===== config.mk =====
export PLATFORM = sky130hd
export DESIGN_NAME = lc3_memaccess_ctrl
export DESIGN_NICKNAME = d
export VERILOG_FILES = /design/src/rtl/lc3_memaccess_ctrl.sv
export SDC_FILE = /design/constraint.sdc
export NUM_CORES = 1
export LEC_CHECK = 0
export CAP_MARGIN = 40
export CORE_MARGIN = 3
export CORE_UTILIZATION = 46
export CTS_CLUSTER_DIAMETER = 150
export DETAILED_ROUTE_END_ITERATION = 8
export GPL_TIMING_DRIVEN = 0
export PLACE_DENSITY = 0.95
export REMOVE_ABC_BUFFERS = 1
export SLEW_MARGIN = 20
export SYNTH_ARGS = -nofsm -noshare
export SYNTH_HDL_FRONTEND = slang
export SYNTH_SLANG_ARGS = --single-unit

===== constraint.sdc =====
create_clock -name clock -period 3.1 [get_ports clock]
set_input_delay 0.465 -clock clock [delete_from_list [all_inputs] [get_ports clock]]
set_output_delay 0.465 -clock clock [all_outputs]
set_load 0.03 [all_outputs]

===== src/rtl/lc3_memaccess_ctrl.sv =====
// LC-3 data-memory access sequencer for LD/LDR, LDI, ST/STR and STI.
// Optional stall timeout with an err output when LC3_MEMACCESS_TIMEOUT_EN is defined.
module lc3_memaccess_ctrl (
   input  logic        clock,
   input  logic        reset,
   input  logic        start,
   input  logic [1:0]  mem_op,
   input  logic [15:0] M_Addr,
   input  logic [15:0] M_Data,
   input  logic        DMem_ready,
   input  logic [15:0] memout,
   output logic [15:0] DMem_addr,
   output logic [15:0] Dmem_din,
   output logic        DMem_rd,
   output logic        DMem_en,
   output logic        busy,
   output logic        done,
`ifdef LC3_MEMACCESS_TIMEOUT_EN
   output logic        err,
`endif
   output logic [15:0] load_data
);

   localparam logic [1:0] OP_LD  = 2'b00;
   localparam logic [1:0] OP_LDI = 2'b01;
   localparam logic [1:0] OP_ST  = 2'b10;
   localparam logic [1:0] OP_STI = 2'b11;

   typedef enum logic [2:0] {
      S_IDLE = 3'd0,
      S_RD   = 3'd1,
      S_IND  = 3'd2,
      S_WR   = 3'd3,
      S_DONE = 3'd4
   } state_t;

   state_t      r_state;
   state_t      w_next;
   logic [1:0]  r_op;
   logic [15:0] r_addr;
   logic [15:0] r_data;
   logic [15:0] r_load;
   logic        w_tmo;

`ifdef LC3_MEMACCESS_TIMEOUT_EN
   logic [3:0]  r_cnt;
   logic        r_err;
   logic        w_wait;

   assign w_wait = (r_state == S_RD) || (r_state == S_IND) ||
                   (r_state == S_WR);
   // The 15th consecutive stall cycle forces completion.
   assign w_tmo  = w_wait && !DMem_ready && (r_cnt == 4'd14);

   always_ff @(posedge clock) begin
      if (!reset) begin
         r_cnt <= 4'd0;
         r_err <= 1'b0;
      end else begin
         r_err <= w_tmo;
         if (w_next != r_state)
            r_cnt <= 4'd0;
         else if (w_wait && !DMem_ready)
            r_cnt <= r_cnt + 4'd1;
      end
   end

   assign err = r_err;
`else
   assign w_tmo = 1'b0;
`endif

   // State register
   always_ff @(posedge clock) begin
      if (!reset)
         r_state <= S_IDLE;
      else
         r_state <= w_next;
   end

   // Next-state logic
   always_comb begin
      w_next = r_state;
      case (r_state)
         S_IDLE: begin
            if (start)
               w_next = (mem_op == OP_ST) ? S_WR : S_RD;
         end
         S_RD: begin
            if (DMem_ready) begin
               case (r_op)
                  OP_LDI:  w_next = S_IND;
                  OP_STI:  w_next = S_WR;
                  default: w_next = S_DONE;
               endcase
            end
         end
         S_IND: begin
            if (DMem_ready)
               w_next = S_DONE;
         end
         S_WR: begin
            if (DMem_ready)
               w_next = S_DONE;
         end
         S_DONE:  w_next = S_IDLE;
         default: w_next = S_IDLE;
      endcase
      if (w_tmo)
         w_next = S_DONE;
   end

   // Request latches, pointer chase and load capture
   always_ff @(posedge clock) begin
      if (!reset) begin
         r_op   <= 2'b00;
         r_addr <= 16'h0000;
         r_data <= 16'h0000;
         r_load <= 16'h0000;
      end else begin
         case (r_state)
            S_IDLE: begin
               if (start) begin
                  r_op   <= mem_op;
                  r_addr <= M_Addr;
                  r_data <= M_Data;
               end
            end
            S_RD: begin
               if (DMem_ready) begin
                  if (r_op == OP_LD)
                     r_load <= memout;
                  else
                     r_addr <= memout;
               end
            end
            S_IND: begin
               if (DMem_ready)
                  r_load <= memout;
            end
            default: ;
         endcase
      end
   end

   // Output decode
   always_comb begin
      DMem_en   = 1'b0;
      DMem_rd   = 1'b1;
      Dmem_din  = 16'h0000;
      DMem_addr = r_addr;
      case (r_state)
         S_RD, S_IND: begin
            DMem_en = 1'b1;
         end
         S_WR: begin
            DMem_en  = 1'b1;
            DMem_rd  = 1'b0;
            Dmem_din = r_data;
         end
         default: ;
      endcase
   end

   assign busy      = (r_state != S_IDLE);
   assign done      = (r_state == S_DONE);
   assign load_data = r_load;

endmodule


==> flow_metrics.tcl <==
set metrics [dict create \
    viasPerCell 5.18 \
    hpwl_um 4760 \
    routedWlPerCell_um 14.5 \
    worstSetupEndpointType "output pin" \
    ys_ff_latch 53 \
    initialDrtViolationCount 111 \
    synth.yosys.seq_area_share_pct 42.3 \
    yosys.area_share.xor_xnor_pct 0 \
    holdPathStages 2 \
    fin_skew_ns 0.0103 \
    cts_buffers 5 \
    wl_um 6610 \
    rr_startpoint "r_state[0]" \
    hold_class "reg -> reg" \
    final_cell_mix "clkdlybuf4s50_1 (104), nand2_1 (88), dfxtp_1 (53), mux2i_1 (34), a21boi_0 (19)" \
    path_max_fanout 17 \
    clkLatencyLatePin_ns 0.30 \
    rsz0062_at_grt "false" \
    io-pin-count 106 \
    grt_first_pass_wirelength_um 10300 \
    critPathArrivalTime_ns 2.36 \
    synth_area_um2 2510 \
    fin_ws_ns 0.276 \
    cts_hold_buf 0 \
    synth_fa_ha_area_share_pct 0 \
    place_area_um2 3600 \
    start_util_pct 48.2 \
    combPwrFrac_pct 47.7 \
    min_to "load_data[15]" \
    fin_cells 456 \
    clock_power_share_pct 16.8 \
    grt_max_degree 88 \
    cts_tree "done" \
    antenna_found_initial 0 \
    core_area_um2 5200 \
    fp.dieH_um 79.8 \
    synth-simple-area-share_pct 25.8 \
    synthCells 291 \
    status "completed" \
    hp-start "load_data[15]" \
    swShare_pct 40.2 \
    dieArea_um2 6370 \
    cts_max_level 2 \
    synth_compound_area_share_pct 13.5 \
    max_freq_mhz 354 \
    p_per_area_nw_per_um2 760 \
    maxCapViolCount 0 \
    drive_above_1_share_pct 6.22 \
    r2r_cells 3 \
    portBuffers 105 \
    syn_avg_cell_area_um2 8.62 \
    r2r-end "load_data[10]" \
    diodes 0 \
    placed_cells 447 \
    grt_pass1_vias 2194 \
    row_count 26 \
    ant_nets 0 \
    slew_headroom_pct 47.6 \
    fillers 409 \
    p_sw_mw 1.14 \
    finalInstanceArea_um2 3730 \
    hold_viol 0 \
    cts.clk_slew.worst_paths_ns 0.10 \
    drc 0 \
    yosys_warnings 0 \
    synth_top_family_by_area "simple AND/OR/NAND/NOR gates" \
    startpoint_type "register" \
    synthMuxAreaShare_pct 13.6 \
    post_synth_num_cell_types 30 \
    min_period_ns 2.82 \
    ir_worst_vdd_mv 0.414 \
    mostFrequentLayoutCell "clkdlybuf4s50_1" \
    r2r_slack_ns 0.89 \
    fp.dieW_um 79.8 \
    cts.sinks 53 \
    setup_viol 0 \
    firstDrtPassIters 4 \
    pwr-share-seq_pct 35.5 \
    gp_congestion 0.760 \
    gr-total-overflow 0 \
    path_class "reg -> out" \
    p_int_mw 1.70 \
    cts_buffer_depth 2 \
    track_usage_pct 20.4 \
    cts_root_buffer "clkbuf_8" \
    vias 2364 \
    post-route-period-util_pct 91.1 \
    cp_data_required_time_ns 2.63 \
    post-place-ws_ns 0.227 \
    finalMaxSlewViolations 0 \
    worst_pin_slew_ns 0.785 \
    area_growth_pct 48.8 \
    nets 439 \
    p_leak_nw 1.33 \
]
## sequential cells by signal (all words and copies together), names as in the netlist
signal     count
load_data     16
r_data        16
r_state        3
r_op           2
DMem_addr     16
## Yosys cell counts
cell type	number	area (um^2)
nand2_1	88	330
dfxtp_1	53	1060
mux2i_1	34	340
a21boi_0	19	143
and2_1	17	106
nand3_1	17	85.1
o221ai_1	16	140
clkbuf_1	11	41.3
buf_2	8	40.0
nor2_1	4	15.0
buf_4	2	15.0
inv_1	2	7.51
nand2b_1	2	12.5
nor4b_2	2	30.0
a211oi_1	1	7.51
a21bo_2	1	10.0
a21oi_1	1	5.00
a21oi_4	1	16.3
buf_1	1	3.75
buf_6	1	11.3
nand4b_1	1	8.76
nor3_1	1	5.00
nor3b_1	1	7.51
nor4b_1	1	8.76
o211a_1	1	10.0
o21a_1	1	7.51
or3_1	1	6.26
or3b_2	1	8.76
or4b_2	1	10.0
or4b_4	1	13.8
## how the worst max path moves through the flow
stage | from | end | slack [ns] | cells after the start
2_1_floorplan | r_state[0] | DMem_addr[9] | 0.20 | 3
6_report | r_state[1] | Dmem_din[9] | 0.28 | 4
3_3_place_gp | reset | DMem_addr[9] | -1.38 | 3
4_1_cts | r_state[1] | Dmem_din[9] | 0.12 | 4
3_5_place_dp | r_state[1] | Dmem_din[4] | 0.23 | 4
5_1_grt | r_state[1] | Dmem_din[10] | 0.1 | 4
## per-stage QoR
stage	utilization, %	power, mW	TNS, ns	hold slack, ns
CTS	71.4	2.84	0	0.464
global placement	67.9	2.27	-22.91	0.442
floorplan	-	1.79	0	0.439
detailed placement	69.1	2.36	0	0.448
global route	71.7	3.00	0	0.484
finish	71.7	2.83	0	0.460
## what timing repair did
action,in CTS,in global routing
buffers inserted,0,0
endpoints found under the setup margin,16,16
resized for setup,1,1
hold endpoints to repair,0,0
## critical path, stage by stage (launching register included)
cell and delay (ns):
dfxtp_1 0.68, nand2_1 0.19, nor2_4 0.32, and2_1 0.19, clkdlybuf4s50_1 0.67
## cell families after synthesis
group                  after synthesis
AND/OR/NAND/NOR                    138
AO/OA/AOI/OAI                       41
multiplexers                        34
flip-flops                          53
buffers and inverters               25
## layer usage
layer	routed length (um)	vias to the layer above	global-route usage (%)	share of wire (%)
met5	0	-	0	0
met4	84	0	6.08	1.3
met3	283	6	4.40	4.3
met2	3430	53	35.0	52
met1	2800	1117	25.5	42
li1	-	1188	-	-
## power by group through the flow
| stage | Clock (mW) | Combinational (mW) | Sequential, mW |
|---|---|---|---|
| after floorplan | 0 | 0.593 | 1.20 |
| after global placement | 0 | 1.28 | 0.992 |
| after detailed placement | 0 | 1.34 | 1.02 |
| after CTS | 0.487 | 1.35 | 1.00 |
| after global routing | 0.514 | 1.45 | 1.03 |
| final | 0.476 | 1.35 | 1.01 |
## cell type report
class                      instances  area [um^2]  area share, %
tap                               70         87.6           2.35
clock inverter                     3         46.3           1.24
sequential                        53         1060           28.4
timing repair buffer             110         1100           29.4
multi-input combinational        213         1360           36.5
clock buffer                       5         68.8           1.84
inverter                           2         7.51          0.201
(Power assumes the default switching activity.)
